$ cat config.mk
export PLATFORM = sky130hd
export DESIGN_NAME = tone_sequencer
export DESIGN_NICKNAME = d
export VERILOG_FILES = /design/src/rtl/tone_sequencer.sv
export SDC_FILE = /design/constraint.sdc
export NUM_CORES = 1
export LEC_CHECK = 0
export ABC_AREA = 1
export ABC_CLOCK_PERIOD_IN_PS = 4720
export CORE_UTILIZATION = 41
export CTS_BUF_LIST = sky130_fd_sc_hd__clkbuf_8
export DETAILED_ROUTE_END_ITERATION = 12
export PLACE_DENSITY = 0.54
export SLEW_MARGIN = 20
export SYNTH_ARGS = -nofsm -noshare
export SYNTH_HDL_FRONTEND = slang
export SYNTH_SLANG_ARGS = --single-unit
$ cat constraint.sdc
create_clock -name i_clk -period 4.72 [get_ports i_clk]
set_input_delay 0.708 -clock i_clk [delete_from_list [all_inputs] [get_ports i_clk]]
set_output_delay 0.708 -clock i_clk [all_outputs]
set_load 0.02 [all_outputs]
$ cat src/rtl/tone_sequencer.sv
// tone_sequencer
//   Plays a short melody from a small note table by driving a DDS tone
//   generator. Each table entry holds a frequency control word (fcw) and a
//   duration counted in audio-rate sample strobes. A free-running divider
//   turns the system clock into that sample strobe.
//
//   Optional feature: define TONE_SEQ_LOOP_EN to add the i_loop input.
//   With i_loop high, playback wraps from the last entry back to entry 0
//   and never issues o_done. Without the macro, playback is always one-shot.
//
// Parameters
//   CLK_DIV  system clocks per audio sample (2..65535)
//   DEPTH    note table entries (power of two, 2..16)
//
// Ports
//   i_clk         system clock
//   i_rst         synchronous active-high reset
//   i_start       one-cycle pulse, begin playback at entry 0
//   i_stop        one-cycle pulse, abort playback (wins over i_start)
//   i_len         entries to play, sampled at start (0 -> 1, >DEPTH -> DEPTH)
//   i_wr_*        table write port, one entry per cycle, any state
//   i_loop        (TONE_SEQ_LOOP_EN only) repeat the sequence
//   o_sample_req  one-clock strobe every CLK_DIV clocks
//   o_fcw         frequency control word for the DDS, 0 when silent
//   o_busy        high in every state except IDLE
//   o_step        index of the entry being loaded or played
//   o_done        one-cycle pulse on normal completion
module tone_sequencer #(
    parameter int CLK_DIV = 1000,
    parameter int DEPTH   = 8,
    localparam int AW     = $clog2(DEPTH)
) (
    input  logic          i_clk,
    input  logic          i_rst,
    input  logic          i_start,
    input  logic          i_stop,
    input  logic [AW:0]   i_len,
    input  logic          i_wr_en,
    input  logic [AW-1:0] i_wr_addr,
    input  logic [15:0]   i_wr_fcw,
    input  logic [15:0]   i_wr_dur,
`ifdef TONE_SEQ_LOOP_EN
    input  logic          i_loop,
`endif
    output logic          o_sample_req,
    output logic [15:0]   o_fcw,
    output logic          o_busy,
    output logic [AW-1:0] o_step,
    output logic          o_done
);

    localparam logic [15:0] DIV_MAX = 16'(CLK_DIV - 1);
    localparam logic [15:0] DIV_PRE = 16'(CLK_DIV - 2);
    localparam logic [AW:0] LEN_ONE = (AW+1)'(1);
    localparam logic [AW:0] LEN_MAX = (AW+1)'(DEPTH);

    typedef enum logic [1:0] {IDLE, LOAD, PLAY, DONE} state_t;

    state_t        state, state_nxt;
    logic [15:0]   fcw_mem [DEPTH];
    logic [15:0]   dur_mem [DEPTH];
    logic [15:0]   div_cnt;
    logic          sample_req;
    logic [AW:0]   len, len_nxt;
    logic [15:0]   dur_cnt, dur_nxt;
    logic [15:0]   fcw, fcw_nxt;
    logic [AW-1:0] step, step_nxt;
    logic          busy;
    logic          done, done_nxt;
    logic          last_note;
    logic          loop_now;

    // Saturate the requested length into 1..DEPTH.
    function automatic logic [AW:0] clamp_len(input logic [AW:0] raw);
        if (raw == '0)
            return LEN_ONE;
        else if (raw > LEN_MAX)
            return LEN_MAX;
        else
            return raw;
    endfunction

    // A zero duration still plays for one strobe.
    function automatic logic [15:0] floor_dur(input logic [15:0] raw);
        return (raw == 16'd0) ? 16'd1 : raw;
    endfunction

`ifdef TONE_SEQ_LOOP_EN
    assign loop_now = i_loop;
`else
    assign loop_now = 1'b0;
`endif

    // Sample-rate divider: free-running, independent of the FSM. The strobe
    // is registered one count early so it lines up with count == CLK_DIV-1.
    always_ff @(posedge i_clk) begin
        if (i_rst) begin
            div_cnt    <= '0;
            sample_req <= 1'b0;
        end else begin
            div_cnt    <= (div_cnt == DIV_MAX) ? 16'd0 : div_cnt + 16'd1;
            sample_req <= (div_cnt == DIV_PRE);
        end
    end

    // Note table: no reset, contents survive i_rst. The asynchronous read
    // below sees the old word when a write hits the same address.
    always_ff @(posedge i_clk) begin
        if (i_wr_en) begin
            fcw_mem[i_wr_addr] <= i_wr_fcw;
            dur_mem[i_wr_addr] <= i_wr_dur;
        end
    end

    assign last_note = ({1'b0, step} == (len - LEN_ONE));

    always_comb begin
        state_nxt = state;
        fcw_nxt   = fcw;
        step_nxt  = step;
        dur_nxt   = dur_cnt;
        len_nxt   = len;
        done_nxt  = 1'b0;
        case (state)
            IDLE: begin
                fcw_nxt  = '0;
                step_nxt = '0;
                if (i_start && !i_stop) begin
                    state_nxt = LOAD;
                    len_nxt   = clamp_len(i_len);
                end
            end
            LOAD: begin
                fcw_nxt   = fcw_mem[step];
                dur_nxt   = floor_dur(dur_mem[step]);
                state_nxt = PLAY;
            end
            PLAY: begin
                // Strobes arriving during LOAD never reach this branch, so
                // each note spans exactly its duration in counted strobes.
                if (sample_req) begin
                    if (dur_cnt == 16'd1) begin
                        if (!last_note) begin
                            step_nxt  = step + AW'(1);
                            state_nxt = LOAD;
                        end else if (loop_now) begin
                            step_nxt  = '0;
                            state_nxt = LOAD;
                        end else begin
                            fcw_nxt   = '0;
                            done_nxt  = 1'b1;
                            state_nxt = DONE;
                        end
                    end else begin
                        dur_nxt = dur_cnt - 16'd1;
                    end
                end
            end
            DONE: begin
                fcw_nxt   = '0;
                step_nxt  = '0;
                state_nxt = IDLE;
            end
            default: begin
                state_nxt = IDLE;
            end
        endcase
        // Abort from any active state; in IDLE a simultaneous start is
        // already suppressed above.
        if (i_stop && state != IDLE) begin
            state_nxt = IDLE;
            fcw_nxt   = '0;
            step_nxt  = '0;
            done_nxt  = 1'b0;
        end
    end

    always_ff @(posedge i_clk) begin
        if (i_rst) begin
            state <= IDLE;
            fcw   <= '0;
            step  <= '0;
            busy  <= 1'b0;
            done  <= 1'b0;
        end else begin
            state <= state_nxt;
            fcw   <= fcw_nxt;
            step  <= step_nxt;
            busy  <= (state_nxt != IDLE);
            done  <= done_nxt;
        end
    end

    // Working registers, always loaded before they are used.
    always_ff @(posedge i_clk) begin
        dur_cnt <= dur_nxt;
        len     <= len_nxt;
    end

    assign o_sample_req = sample_req;
    assign o_fcw        = fcw;
    assign o_busy       = busy;
    assign o_step       = step;
    assign o_done       = done;

endmodule

==> summary.txt <==
run status -> finished, final reports clean
HPWL Detailed -> 17.1 mm
Int Pwr -> 4480 uW
Compound-Gate Fraction of Synth Area -> 7.04%
Reg power frac -> 55.4%
number of flops mapped to enable cells by yosys -> 276
clock root cell -> clkbuf_8
RR Endpoint -> dur_cnt[0]
worst setup path class -> reg2reg
largest family of logic cells by synthesized area -> simple AND/OR/NAND/NOR gates
worst-margin pin slew -> 1090 ps
Worst Hold Path EP -> div_cnt[0]
Most used DFF post-synth -> edfxtp_1
# hold bufs at CTS -> 0
largest cells by area after synthesis -> edfxtp_1 (62%), nand2_1 (6.7%), dfxtp_1 (6.4%), nor2_1 (5.8%), o21ai_0 (4.4%)
Antenna diodes -> 0
Hold Path Origin -> div_cnt[0]
gpl congestion -> 0.782
largest net degree at the start of global routing -> 109
WP data required -> 5150 ps
Worst Path Buf+Inv -> 3
TritonCTS Sinks -> 319
LEAKAGE -> 0.00582 uW
Setup Fix Bufs, Post-CTS -> 0
global-route wire length before repair -> 47.3 mm
max incr delay on CP -> 670 ps
Reg clk slew, reported paths -> 60 ps
Synth Cell Area -> 13400 um^2
gr usage total -> 18.3%
Avg Inst Size Synth -> 10.6 um^2
Area Overhead vs Synth -> 15.9%
core box area -> 31900 um^2
R2R cell count -> 13
Final nets -> 1399
Slew Limit Headroom -> 27.5%
final non-filler cell total -> 1822
critical-path cell list -> clkinv_2 > buf_4 > buf_4 > nand2_1 > nand3_1 > nand3_1 > nand2_1 > nand2_1 > nor2_1 > nand2_1 > nor2_1 > nor2_1 > nor2_1
hold path depth -> 1
# rows -> 65
H-Tree Depth -> 2
Sw Share -> 23.1%
initial antenna violation count -> 0
vias in the first global route -> 8661
Initial Utilization -> 42.1%
Slew Limit Fails -> 0
Top Ports -> 66
Post-Syn Nets -> 1320
vias -> 8904
Synth Area in XOR/XNOR -> 0.979%
WL per Instance -> 16.3 um
Crit. End Element -> register
Top delay family on crit path -> buffers and inverters
Storage cell area -> 9150 um^2
Max Clk Rate -> 0.354 GHz
cell type with the largest total area after synthesis -> edfxtp_1
Final min period -> 2830 ps
post-synthesis sequential area ratio -> 68.2%
DR iter-0 viols -> 577
Yosys reg bits -> 319
CTS Buffer Depth -> 3
reg2reg setup slack -> 1890 ps
worst min path class -> reg2reg
post-cts resize count -> 0
PortBufs -> 65
multi-input logic area -> 3570 um^2
share of cells above drive strength 1 -> 7.57%
CTS buffer count -> 53
DRC Markers -> 0
Clock power frac -> 37.9%
Total Die Area -> 33400 um^2
Arrival @ worst endpoint -> 3260 ps
total wire length -> 29.7 mm
setup TNS -> 0 ps
number of routed nets with antenna violations -> 0
Worst path slowest cell -> buf_4
Final Total Pwr -> 5820 uW
CTS tree -> done
WHS -> 480 ps
Gate Count Post-Synth -> 1267
DRT Pass-1 Iters -> 4
post-synth cell types -> 35
# fillers -> 2980
Synth Area in Simple Gates -> 17.3%
crit path max fanout -> 63
Placed Cells -> 1724
peak supply drop -> 0.193 mV
die width -> 183 um
Synth Warn # -> 0
worst skew pair latency -> 580 ps
pwr dens -> 375 nW/um^2
final critical-path share of the clock period -> 59.9%
setup repair after global routing missed its margin -> false
clock skew -> 10.4 ps
adder-cell share of the synthesized area -> 0.840%
Hold Vio Cnt, Final -> 0
top cell type's share of synthesized area -> 61.8%
GR Overflow Total -> 0
DR vias/cell -> 4.89
ys async rst share -> 0%
mux share of post-synthesis cell area -> 0%
die height -> 183 um
Setup-failing EPs final -> 0
Max-Cap Viols -> 0
Gate power share -> 6.7%
CP Launch Type -> register
P_sw -> 1340 uW
[registers in the layout, summed over array words and instances (netlist names), named ones only]
register,cells
o_done,1
dur_cnt,16
o_step,3
fcw_mem,128
len,4
div_cnt,16
o_busy,1
state,2
o_fcw,16
o_sample_req,1
dur_mem,128
[cell usage after synthesis, types with 5 or more instances]
library cell / instances
nor2_1: 206
a21oi_1: 19
inv_1: 119
dfxtp_1: 43
clkbuf_1: 26
buf_4: 10
o21ai_0: 117
buf_2: 16
nand2_1: 240
nand4_1: 5
o22ai_1: 32
nor3_1: 10
edfxtp_1: 276
xnor2_1: 5
ha_1: 9
o21ai_1: 10
nand3_1: 80
xor2_1: 10
[power by group through the flow]
stage / combinational [uW] / sequential, uW / clock, uW
floorplan: 194 / 3300 / 0
global placement: 389 / 3280 / 0
detailed placement: 391 / 3280 / 0
CTS: 393 / 3220 / 2280
global route: 439 / 3230 / 2410
finish: 390 / 3220 / 2210
[through the flow]
stage	setup WS, ps	util (%)	area [um^2]
after detailed placement	1880	45.6	14500
final	1890	48.7	15500
after floorplan	2090	-	13400
after global placement	1880	45.4	14500
after CTS	1880	48.6	15500
after global routing	1570	48.7	15500
[layer usage]
metal | vias to the layer above | share of wire, % | routed length [um] | global-route usage [%]
met4 | 0 | 2.7 | 794 | 6.50
met1 | 4216 | 47 | 14000 | 25.4
met5 | - | 0 | 0 | 0
met3 | 58 | 4.1 | 1230 | 2.78
li1 | 4447 | - | - | -
met2 | 183 | 46 | 13700 | 29.3
[logic make-up after synthesis]
group	Yosys count
AND/OR/NAND/NOR	563
XOR/XNOR	15
buffers and inverters	181
adder cells (fa/ha/maj)	9
AO/OA/AOI/OAI	180
flip-flops	319
[worst reg2reg max path: stages, from the launching register on]
cell and delay (ps):
dfxtp_4 450, clkinv_2 70, buf_4 460, buf_4 680
nand2_1 140, nand3_1 100, nand3_1 110, nand2_1 190
nand2_1 80, nor2_1 120, nand2_1 80, nor2_1 110
nor2_1 40, nor2_1 70
[how the worst max path moves through the flow]
| stage | from | end | slack, ps | depth (start not counted) |
|---|---|---|---|---|
| 6_report | register | dur_cnt[0] | 1890 | 13 |
| 5_1_grt | register | dur_cnt[0] | 1570 | 13 |
| 4_1_cts | register | dur_cnt[0] | 1880 | 13 |
| 3_5_place_dp | i_wr_en | fcw_mem[4][0] | 1880 | 3 |
| 3_3_place_gp | i_wr_addr[0] | fcw_mem[3][2] | 1880 | 3 |
| 2_1_floorplan | i_wr_addr[0] | dur_mem[0][0] | 2090 | 3 |
[layout make-up]
| class | instances | area share [%] |
|---|---|---|
| multi-input combinational | 767 | 23.0 |
| sequential | 319 | 58.9 |
| clock inverter | 43 | 1.51 |
| inverter | 124 | 3.00 |
| clock buffer | 53 | 4.69 |
| timing repair buffer | 81 | 5.40 |
| tap | 435 | 3.50 |
[layout by cell type, fill, tap and decap left out, types with 2 or more instances in the layout]
cell	n
inv_2	3
o21ai_0	117
nor3_2	2
o21ai_1	10
o22ai_1	32
clkinv_1	12
nor3_1	10
nand4_1	5
nor4_1	3
inv_1	142
nand2_1	240
buf_4	11
clkinvlp_4	2
clkinv_2	5
bufinv_16	2
nor3b_1	2
a21oi_1	19
nor2_2	4
nand3_2	3
nand3_1	80
nor2_1	198
buf_12	2
ha_1	9
edfxtp_1	276
buf_16	2
xnor2_1	5
clkdlybuf4s50_1	65
xor2_1	10
or2_2	3
dfxtp_1	41
clkbuf_8	53
nor2_4	8
(Power assumes the default switching activity.)
